`src/rtl/status_vector_ctrl.sv`:
```
// -----------------------------------------------------------------------------
// status_vector_ctrl
//   Sequencer for a DEPTH-entry status valid vector. Arbitrates REQS push
//   requesters round-robin into at most one push per cycle, qualifies commit
//   pulls of the head entry, and owns occupancy (count, full/empty, thermometer
//   tail mask). A small FSM (IDLE/RUN/FLUSH) handles enable and drain.
//
//   Optional statistics (high-water mark, refused-push stall counter) are built
//   only when the macro STATUS_VECTOR_CTRL_STATS_EN is defined; otherwise
//   hwm_o and stall_o are tied to 0.
//
// Ports
//   clk_i     in   1      clock, rising edge
//   arst_n_i  in   1      asynchronous active-low reset
//   en_i      in   1      leave IDLE and start accepting traffic
//   req_i     in   REQS   push request per requester
//   value_i   in   REQS   status bit offered by each requester
//   gnt_o     out  REQS   one-hot grant (combinational)
//   commit_i  in   1      request to pull the head entry
//   flush_i   in   1      start drain of all entries (RUN only)
//   push_o    out  1      push to status vector (combinational)
//   pull_o    out  1      pull from status vector (combinational)
//   value_o   out  1      value of granted requester, 0 when no grant
//   mask_o    out  DEPTH  registered thermometer, bit i=1 iff entry i occupied
//   count_o   out  CW     registered occupancy 0..DEPTH
//   full_o    out  1      count_o == DEPTH
//   empty_o   out  1      count_o == 0
//   busy_o    out  1      1 while draining (FLUSH)
//   hwm_o     out  CW     occupancy high-water mark (stats build)
//   stall_o   out  16     saturating count of refused push cycles (stats build)
// -----------------------------------------------------------------------------
module status_vector_ctrl #(
    parameter int DEPTH = 8,
    parameter int REQS  = 4,
    localparam int CW   = $clog2(DEPTH + 1)
) (
    input  logic              clk_i,
    input  logic              arst_n_i,
    input  logic              en_i,
    input  logic [REQS-1:0]   req_i,
    input  logic [REQS-1:0]   value_i,
    output logic [REQS-1:0]   gnt_o,
    input  logic              commit_i,
    input  logic              flush_i,
    output logic              push_o,
    output logic              pull_o,
    output logic              value_o,
    output logic [DEPTH-1:0]  mask_o,
    output logic [CW-1:0]     count_o,
    output logic              full_o,
    output logic              empty_o,
    output logic              busy_o,
    output logic [CW-1:0]     hwm_o,
    output logic [15:0]       stall_o
);

    localparam int PW = (REQS > 1) ? $clog2(REQS) : 1;

    typedef enum logic [1:0] {
        IDLE  = 2'd0,
        RUN   = 2'd1,
        FLUSH = 2'd2
    } state_t;

    state_t          state, state_nxt;
    logic [PW-1:0]   rr_ptr;
    logic [PW-1:0]   sel_idx;
    logic            sel_found;
    logic            any_req;
    logic [CW-1:0]   count_nxt;
    logic [DEPTH-1:0] mask_nxt;

    assign any_req = |req_i;
    assign full_o  = (count_o == CW'(DEPTH));
    assign empty_o = (count_o == '0);

    // Round-robin search: first asserted request at index >= rr_ptr, wrapping.
    always_comb begin
        int idx;
        sel_idx   = '0;
        sel_found = 1'b0;
        for (int k = 0; k < REQS; k++) begin
            idx = int'(rr_ptr) + k;
            if (idx >= REQS) idx = idx - REQS;
            if (!sel_found && req_i[idx]) begin
                sel_found = 1'b1;
                sel_idx   = PW'(idx);
            end
        end
    end

    // Next-state and combinational handshake outputs.
    always_comb begin
        state_nxt = state;
        gnt_o     = '0;
        push_o    = 1'b0;
        pull_o    = 1'b0;
        busy_o    = 1'b0;
        case (state)
            IDLE: begin
                if (en_i) state_nxt = RUN;
            end
            RUN: begin
                pull_o = commit_i & ~empty_o;
                if (flush_i) begin
                    // Flush takes priority: nothing is granted this cycle.
                    state_nxt = FLUSH;
                end else if (sel_found && (!full_o || pull_o)) begin
                    push_o         = 1'b1;
                    gnt_o[sel_idx] = 1'b1;
                end
            end
            FLUSH: begin
                busy_o = 1'b1;
                pull_o = ~empty_o;
                if (empty_o) state_nxt = IDLE;
            end
            default: state_nxt = IDLE;
        endcase
    end

    assign value_o = push_o & value_i[sel_idx];

    // Occupancy update; push and pull together leave the vector length unchanged.
    always_comb begin
        count_nxt = count_o;
        mask_nxt  = mask_o;
        if (push_o && !pull_o) begin
            count_nxt = count_o + 1'b1;
            mask_nxt  = {mask_o[DEPTH-2:0], 1'b1};
        end else if (pull_o && !push_o) begin
            count_nxt = count_o - 1'b1;
            mask_nxt  = mask_o >> 1;
        end
    end

    always_ff @(posedge clk_i or negedge arst_n_i) begin
        if (!arst_n_i) begin
            state   <= IDLE;
            rr_ptr  <= '0;
            count_o <= '0;
            mask_o  <= '0;
        end else begin
            state   <= state_nxt;
            count_o <= count_nxt;
            mask_o  <= mask_nxt;
            if (push_o) begin
                rr_ptr <= (sel_idx == PW'(REQS - 1)) ? '0 : sel_idx + 1'b1;
            end
        end
    end

`ifdef STATUS_VECTOR_CTRL_STATS_EN
    always_ff @(posedge clk_i or negedge arst_n_i) begin
        if (!arst_n_i) begin
            hwm_o   <= '0;
            stall_o <= '0;
        end else begin
            if (count_nxt > hwm_o) hwm_o <= count_nxt;
            if (state == RUN && any_req && !push_o && stall_o != 16'hFFFF) begin
                stall_o <= stall_o + 16'd1;
            end
        end
    end
`else
    assign hwm_o   = '0;
    assign stall_o = '0;
`endif

endmodule

```
`config.mk`:
```
export PLATFORM = sky130hd
export DESIGN_NAME = status_vector_ctrl
export DESIGN_NICKNAME = d
export VERILOG_FILES = /design/src/rtl/status_vector_ctrl.sv
export SDC_FILE = /design/constraint.sdc
export NUM_CORES = 1
export LEC_CHECK = 0
export ABC_AREA = 1
export ABC_CLOCK_PERIOD_IN_PS = 6350
export BUFFER_PORTS_ARGS = -buffer_cell sky130_fd_sc_hd__buf_2
export CAP_MARGIN = 10
export CELL_PAD_IN_SITES_DETAIL_PLACEMENT = 1
export CELL_PAD_IN_SITES_GLOBAL_PLACEMENT = 2
export CORE_ASPECT_RATIO = 0.9
export CORE_MARGIN = 10
export CORE_UTILIZATION = 28
export DETAILED_ROUTE_END_ITERATION = 6
export GPL_ROUTABILITY_DRIVEN = 0
export GPL_TIMING_DRIVEN = 1
export MAX_ROUTING_LAYER = met4
export PLACE_DENSITY = 0.95
export SLEW_MARGIN = 15
export SYNTH_ARGS = -nofsm -noshare
export SYNTH_HDL_FRONTEND = slang
export SYNTH_SLANG_ARGS = --single-unit
```
`constraint.sdc`:
```
create_clock -name clk_i -period 6.35 [get_ports clk_i]
set_input_delay 1.27 -clock clk_i [delete_from_list [all_inputs] [get_ports clk_i]]
set_output_delay 1.27 -clock clk_i [all_outputs]
set_load 0.03 [all_outputs]
```
; After elaboration in Yosys (flattened, before gate mapping)
; Cells that the tools add are included.
[classes]
n_mux = 45
n_eq_ne = 7
reduce_logical = 18
n_lt_le_gt_ge = 10
bitwise_logic = 3
n_addsub = 10
[op_table]
columns = cell, n
row1 = "less-than comparator 32 x 4 -> 1 bit, second input constant", 4
row2 = 2-to-1 mux 32 bit, 4
row3 = 2-to-1 mux 4 bit, 5
row4 = 2-to-1 mux 1 bit, 18
row5 = 2-to-1 mux 2 bit, 8
row6 = 2-to-1 mux 8 bit, 2
row7 = "subtractor 3 x 3 -> 4 bit, second input constant", 3
row8 = binary-select mux 1 bit (select 2 bit), 5
row9 = "greater-or-equal comparator 3 bit, second input constant", 3
row10 = logical AND 1 bit, 7
row11 = "adder 2 x 2 -> 3 bit, second input constant", 2
row12 = zero test 1 bit, 6
row13 = "inequality test 2 bit, second input constant", 3
row14 = case mux 2 bit (3 select lines), 1
row15 = "adder 4 x 1 -> 4 bit, second input constant", 1
row16 = "== test 2 bit, second input constant", 2
row17 = "== test 4 bit, second input constant", 1
row18 = zero test 4 bit, 1
row19 = "subtractor 2 x 3 -> 4 bit, second input constant", 1
row20 = "subtractor 4 x 1 -> 4 bit, second input constant", 1
row21 = "adder 2 x 1 -> 3 bit, second input constant", 1
row22 = "greater-or-equal comparator 2 x 3 -> 1 bit, second input constant", 1
row23 = "less-than comparator 2 x 3 -> 1 bit, second input constant", 1
row24 = AND reduction 3 bit, 1
row25 = other kinds (10), 11
[word_totals]
output_inout_bits = 42
elab_cells = 97
ff_bits = 16
inputBits = 13

; Longest topological paths before layout
; Gate-level depths: netlist of run 1.
[depth]
ltp_word = 23
mapped_depth = 19
mapped_depth_nobuf = 19

; Worst setup path after synthesis of run 1
; OpenSTA, ideal clock, no wires.
[synth_timing]
path_kind = input to output
from = in req_i[3]
to = out gnt_o[2]
n_path_buf = 0
arrival_time_ns = 2.551
path_stages = 12
required_ns = 5.080
slack_ns = 2.529
path_cell_list = inv_1 nand2_2 nand3_1 nand2_2 nor2_4 nand3_1 nand3_1 nand2_2 clkinv_1 ha_1 inv_1 nor2_1
[synth_between]
elab_chain_cells = 20
word_cells_on_any_way = 35
cone_classes = 2 x order compare / 25 x mux / 8 x reduce/logical
[synth_lines]
columns = item, line_no
row1 = start: declaration, 40  ; input logic [REQS-1:0] req_i,
row2 = binary-select mux 1 bit (select 2 bit), 85  ; if (!sel_found && req_i[idx]) begin
row3 = 2-to-1 mux 1 bit (implied by the code) (2 in series), 85
row4 = 2-to-1 mux 1 bit, 85
row5 = zero test 1 bit, 85
row6 = logical AND 1 bit, 85
row7 = 2-to-1 mux 1 bit, 85
row8 = zero test 1 bit, 85
row9 = logical AND 1 bit, 85
row10 = (+3 left out), n/a
row11 = 2-to-1 mux 2 bit, 85
row12 = less-than comparator 2 x 3 -> 1 bit (implied by the code) or greater-or-equal comparator 2 x 1 -> 1 bit (tied branches), 110  ; gnt_o[sel_idx] = 1'b1;
row13 = logical AND 1 bit (implied by the code), 110
row14 = 2-to-1 mux 1 bit (implied by the code), 110
row15 = demux 1 bit (select 2 bit), 110
row16 = 2-to-1 mux 4 bit (*), 108  ; end else if (sel_found && (!full_o || pull_o)) begin
row17 = 2-to-1 mux 4 bit (*), 105  ; if (flush_i) begin
row18 = 2-to-1 mux 4 bit (*), 99  ; case (state)
row19 = end: declaration, 42  ; output logic [REQS-1:0] gnt_o,
; Mark *: on every way between the ends. The rest lies on a longest branch, timed or not. The select of a mux whose other input is x is not followed.

; Final worst setup path of run 1
[layout_timing]
from = in req_i[3]
to = out gnt_o[3]
; The elaborated chain is that of the path after synthesis.

==> results of run 1 <==
per-layer routing:
metal  wire (um)  vias to the layer above  part of all wire, %  global-route usage (%)
met3         106                        3                  2.8                   1.546
met1        1849                      608                   49                   10.23
met2        1800                       28                   48                   14.75
li1            -                      687                    -                       -
met5           0                        -                    0                       -
met4          17                        0                 0.45                   1.606
kinds of logic after synthesis:
group	after synthesis
flip-flops	16
other	1
AND/OR/NAND/NOR	77
XOR/XNOR	3
adder cells (fa/ha/maj)	11
AO/OA/AOI/OAI	37
buffers and inverters	67
critical path, cell delays in order:
cell	delay, ns
buf_2	0.10
inv_1	0.07
nand2_2	0.05
nand3_1	0.12
nand2_2	0.09
nor2_4	0.14
nand3_2	0.14
nand3_2	0.17
inv_2	0.06
ha_1	0.19
inv_1	0.05
nor2_1	0.04
buf_2	0.17
power by group:
group,internal [mW],switching [mW]
Combinational,0.221,0.498
Sequential,0.154,0.0513
Clock,0.0550,0.0369
area by class of cell:
| class | instances | area, um2 |
|---|---|---|
| Fill cell | 703 | 3498 |
| Multi-Input combinational cell | 148 | 817.0 |
| Sequential cell | 16 | 400.4 |
| Timing Repair Buffer | 34 | 170.2 |
| Inverter | 44 | 167.7 |
| Tap cell | 67 | 83.83 |
| Clock buffer | 4 | 55.05 |
worst paths after layout:
| kind | startpoint | endpoint | slack, ns | depth (start not counted) |
|---|---|---|---|---|
| worst max-delay path | req_i[3] | gnt_o[3] | 2.40 | 13 |
| worst min-delay path | mask_o[7] | mask_o[7] | 0.50 | 2 |
| worst max register to register | rr_ptr[0] | count_o[3] | 3.31 | 19 |
| worst min register to register | mask_o[7] | mask_o[7] | 0.50 | 2 |
| max in group asynchronous | arst_n_i | mask_o[2] | 5.14 | 1 |
| min in group asynchronous | arst_n_i | mask_o[7] | 0.93 | 1 |
through the flow:
stage,cells,utilization [%],setup slack [ns],total power [mW]
floorplan,231,-,2.529,0.7713
global placement,309,31.57,2.427,0.9150
detailed placement,309,31.57,2.380,0.9350
CTS,313,32.63,2.378,1.031
global route,313,32.63,2.224,1.129
finish,313,32.63,2.399,1.016
layout by cell type, fill, tap and decap left out:
master | Yosys | routed
ha_1 | 11 | 11
nand2_2 | 9 | 9
clkinv_1 | 1 | 1
buf_2 | 0 | 34
nor2_4 | 1 | 1
xnor2_1 | 2 | 2
o21ai_1 | 1 | 1
o21ai_2 | 2 | 2
conb_1 | 1 | 20
o31ai_1 | 1 | 1
o21ai_0 | 14 | 14
a21boi_0 | 1 | 1
nand3_1 | 14 | 14
xor2_1 | 1 | 1
nand4_1 | 3 | 3
nand2_1 | 41 | 41
dfrtp_1 | 16 | 16
inv_2 | 4 | 4
inv_4 | 1 | 1
nand3_2 | 3 | 3
a21oi_1 | 17 | 17
nand3_4 | 1 | 1
nor2_1 | 5 | 5
o221ai_1 | 1 | 1
clkbuf_8 | 0 | 4
inv_1 | 38 | 38
sequential cells by signal, indices dropped and copies added (netlist names):
| signal | flops |
|---|---|
| count_o | 4 |
| mask_o | 8 |
| rr_ptr | 2 |
| state | 2 |
==> impl_metrics.json, run 1 <==
{
  "ios": 55,
  "cts_setup_buffers": 0,
  "grt_usage_pct": 8.506,
  "path_max_fanout": 5,
  "placed_cell_area_um2": 1639,
  "synth_top_family_by_area": "simple AND/OR/NAND/NOR gates",
  "hp-class": "reg2reg",
  "skew_ns": 0.002749,
  "netlist_top_cells_count": "nand2_1, inv_1, buf_4",
  "synth_xor_area_share_pct": 1.772,
  "grt_max_degree": 17,
  "vias": 1326,
  "synth.most_common_cell": "nand2_1",
  "htreeDepth": 1,
  "die_x_um": 96.71,
  "grt_overflow": 0,
  "viasPerCell": 4.236,
  "antenna_found_initial": 0,
  "cts_sinks": 16,
  "ys_top_cells_by_area": "dfrtp_1, nand2_1, buf_4, inv_1, ha_1",
  "start_util_pct": 28.55,
  "io_buffers": 34,
  "clk_pin_slew_ns": 0.06,
  "arrival_ns": 2.68,
  "syn_inst": 212,
  "die-area_um2": 8610,
  "endpoint_kind": "output pin",
  "avgSynthCellArea_um2": 6.994,
  "holdWs_ns": 0.4998,
  "synth_compound_area_share_pct": 13.59,
  "coreArea_um2": 5192,
  "cts_made_buffers": 3,
  "dpl.hpwl_um": 3148,
  "finalInstanceArea_um2": 1694,
  "ctsResizeCount": 0,
  "synth-adder-area-share_pct": 9.283,
  "p_leak_nw": 0.9739,
  "antenna_left": 0,
  "yosysWarnings": 0,
  "drt_iter0_drc": 36,
  "grt_pass1_wl_um": 6168,
  "required_ns": 5.08,
  "yosys.area.top_type_share_pct": 27.00,
  "power_per_cell_area_nw_per_um2": 599.8,
  "yosys.area.top_type": "dfrtp_1",
  "diodes": 0,
  "tns_ns": 0,
  "synthSimpleGateAreaFrac_pct": 25.40,
  "cts_buffer_depth": 2,
  "drive_gt1_share_pct": 23.98,
  "drt_wl_total_um": 3773,
  "dieHeight_um": 89.04,
  "final_nets": 271,
  "drt-wirelength-per-cell_um": 12.05,
  "route.detailed.drc": 0,
  "ir_worst_vdd_uv": 185.2,
  "hold_buffers": 0,
  "slew_viol_final": 0,
  "hold_viol": 0,
  "ys_ff_latch": 16,
  "ys.flop_type": "dfrtp_1",
  "first_pass_iters": 4,
  "yosysUniqueCellTypes": 28,
  "syn_area_um2": 1483,
  "fmax_ghz": 0.2531,
  "period_minus_slack_ns": 3.951,
  "run_status": "finished clean",
  "synthMuxAreaShare_pct": 0,
  "cts_tree": "done",
  "rows": 25,
  "ys_seq_area_share_pct": 27.00,
  "maxCapViolCount": 0,
  "async_reset_ff_share_pct": 100.0,
  "area.growth.synth_to_final_pct": 14.26,
  "cts_root_buffer": "clkbuf_8",
  "rsz0062_at_grt": "false",
  "cp-start-kind": "input pin",
  "insertion_delay_ns": 0.25,
  "min_period_over_period_pct": 62.22,
  "grt_pass1_vias": 1350,
  "finalSetupViolCount": 0,
  "critical_path_class": "in2out",
  "synth_edf_count": 0
}
Note: power is estimated with default switching activity, not from simulation.
==> inputs of run 2 (changes only) <==
--- a/config.mk
+++ b/config.mk
@@ -6,19 +6,19 @@
 export NUM_CORES = 1
 export LEC_CHECK = 0
 export ABC_AREA = 1
-export ABC_CLOCK_PERIOD_IN_PS = 6350
+export ABC_CLOCK_PERIOD_IN_PS = 3180
 export BUFFER_PORTS_ARGS = -buffer_cell sky130_fd_sc_hd__buf_2
 export CAP_MARGIN = 10
 export CELL_PAD_IN_SITES_DETAIL_PLACEMENT = 1
 export CELL_PAD_IN_SITES_GLOBAL_PLACEMENT = 2
 export CORE_ASPECT_RATIO = 0.9
 export CORE_MARGIN = 10
-export CORE_UTILIZATION = 28
+export CORE_UTILIZATION = 23
 export DETAILED_ROUTE_END_ITERATION = 6
 export GPL_ROUTABILITY_DRIVEN = 0
 export GPL_TIMING_DRIVEN = 1
 export MAX_ROUTING_LAYER = met4
-export PLACE_DENSITY = 0.95
+export PLACE_DENSITY = 0.86
 export SLEW_MARGIN = 15
 export SYNTH_ARGS = -nofsm -noshare
 export SYNTH_HDL_FRONTEND = slang
==> constraint.sdc (replaced) <==
create_clock -name clk_i -period 3.18 [get_ports clk_i]
set_input_delay 0.636 -clock clk_i [delete_from_list [all_inputs] [get_ports clk_i]]
set_output_delay 0.636 -clock clk_i [all_outputs]
set_load 0.03 [all_outputs]
==> impl_metrics.json, run 2 (same netlist as run 1, synthesis figures left out) <==
{
  "run_status": "finished clean",
  "antenna_found_initial": 0,
  "grt_pass1_vias": 1472,
  "min_period_over_period_pct": 90.46,
  "cp-startpoint": "rr_ptr[0]",
  "rr_endpoint": "count_o[3]",
  "cts_made_buffers": 3,
  "vias": 1339,
  "insertion_delay_ns": 0.25,
  "final_cell_mix": "nand2_1, inv_1, buf_2",
  "hp-class": "in2async",
  "final_util_pct": 28.17,
  "fmax_ghz": 0.3476,
  "reg2reg_depth": 19,
  "cts_buffer_depth": 2,
  "largest-register": "mask_o",
  "required_ns": 3.30,
  "top_regs": "mask_o (8), count_o (4)",
  "finalSetupViolCount": 0,
  "critical_path_class": "reg2reg",
  "seq_area_um2": 400.4,
  "cts_setup_buffers": 0,
  "viasPerCell": 3.985,
  "p_leak_nw": 0.9876,
  "path_max_fanout": 10,
  "dieHeight_um": 96.17,
  "finalNonFillerCells": 336,
  "r2r_slack_ns": 0.30,
  "endpoint_kind": "register",
  "die-area_um2": 10060,
  "coreArea_um2": 6182,
  "multi_input_area_um2": 817.0,
  "rr_startpoint": "rr_ptr[0]",
  "grt_max_degree": 17,
  "hold_viol": 0,
  "final_common_cell": "nand2_1",
  "cp-start-kind": "register",
  "cts_tree": "done",
  "period_minus_slack_ns": 2.876,
  "slew_viol_final": 0,
  "grt_overflow": 0,
  "drt_wl_total_um": 3922,
  "finalInstanceArea_um2": 1742,
  "tns_ns": 0,
  "die_x_um": 104.6,
  "diodes": 0,
  "cts_sinks": 16,
  "ctsResizeCount": 0,
  "hold_buffers": 0,
  "cts_root_buffer": "clkbuf_8",
  "grt_usage_pct": 8.166,
  "p_total_mw": 2.059,
  "arrival_ns": 3.00,
  "htreeDepth": 1,
  "placedCellCount": 332,
  "drive_gt1_share_pct": 24.90,
  "rsz0062_at_grt": "false",
  "route.detailed.drc": 0,
  "io_buffers": 34,
  "skew_ns": 0.0008550,
  "fillers": 802,
  "endpoint": "count_o[3]",
  "ios": 55,
  "start_util_pct": 23.98,
  "rows": 27,
  "ir_worst_vdd_uv": 436.8,
  "largest_register_ffs": 8,
  "placed_cell_area_um2": 1687,
  "drt_iter0_drc": 36,
  "dpl.hpwl_um": 3293,
  "area.growth.synth_to_final_pct": 17.47,
  "final_nets": 274,
  "grt_pass1_wl_um": 6824,
  "clk_pin_slew_ns": 0.06,
  "antenna_left": 0,
  "maxCapViolCount": 0,
  "power_per_cell_area_nw_per_um2": 1182,
  "drt-wirelength-per-cell_um": 11.67,
  "first_pass_iters": 4
}
-- run 2: stage by stage --
| stage | setup slack [ns] | hold slack, ns |
|---|---|---|
| global placement | 0.3045 | 0.4922 |
| CTS | 0.2674 | 0.3073 |
| detailed placement | 0.1658 | 0.5126 |
| global route | 0.08639 | 0.3167 |
| finish | 0.3035 | 0.2938 |
| floorplan | 0.1209 | 0.3404 |
-- run 2: worst min-delay path by stage --
stage / from / endpoint / slack (ns) / cells after the start
global placement: mask_o[7] / mask_o[7] / 0.49 / 2
global route: arst_n_i / count_o[0] / 0.32 / 1
detailed placement: state[1] / state[1] / 0.51 / 2
floorplan: arst_n_i / count_o[0] / 0.34 / 0
finish: arst_n_i / mask_o[7] / 0.29 / 1
CTS: arst_n_i / count_o[0] / 0.31 / 1
-- run 2: power breakdown --
| part | switching [mW] | internal (mW) |
|---|---|---|
| Clock | 0.0695 | 0.110 |
| Combinational | 1.02 | 0.464 |
| Sequential | 0.0899 | 0.307 |
| Total | 1.18 | 0.881 |
-- run 2: final cells by class --
type / count / area share, %
Multi-Input combinational cell: 148 / 46.91
Sequential cell: 16 / 22.99
Timing Repair Buffer: 37 / 11.06
Inverter: 44 / 9.626
Tap cell: 87 / 6.250
Clock buffer: 4 / 3.161
-- run 2: worst max-delay path, cell delays in order, from the launching register on --
cell,delay (ns)
dfrtp_1,0.39
buf_4,0.18
nand2_1,0.06
nand2_1,0.11
nand2_1,0.12
nand2_2,0.07
nor2_4,0.11
nand3_2,0.13
o21ai_2,0.09
inv_2,0.05
nand3_4,0.11
inv_4,0.06
ha_1,0.23
inv_1,0.10
ha_1,0.26
nand3_1,0.09
nand3_1,0.11
a21oi_1,0.16
o21ai_0,0.15
xor2_1,0.16
-- run 2: routing by layer --
layer	global-route usage [%]	routed length, um
met3	1.536	127
met4	1.712	8
met5	-	0
met2	13.68	1847
met1	10.12	1939
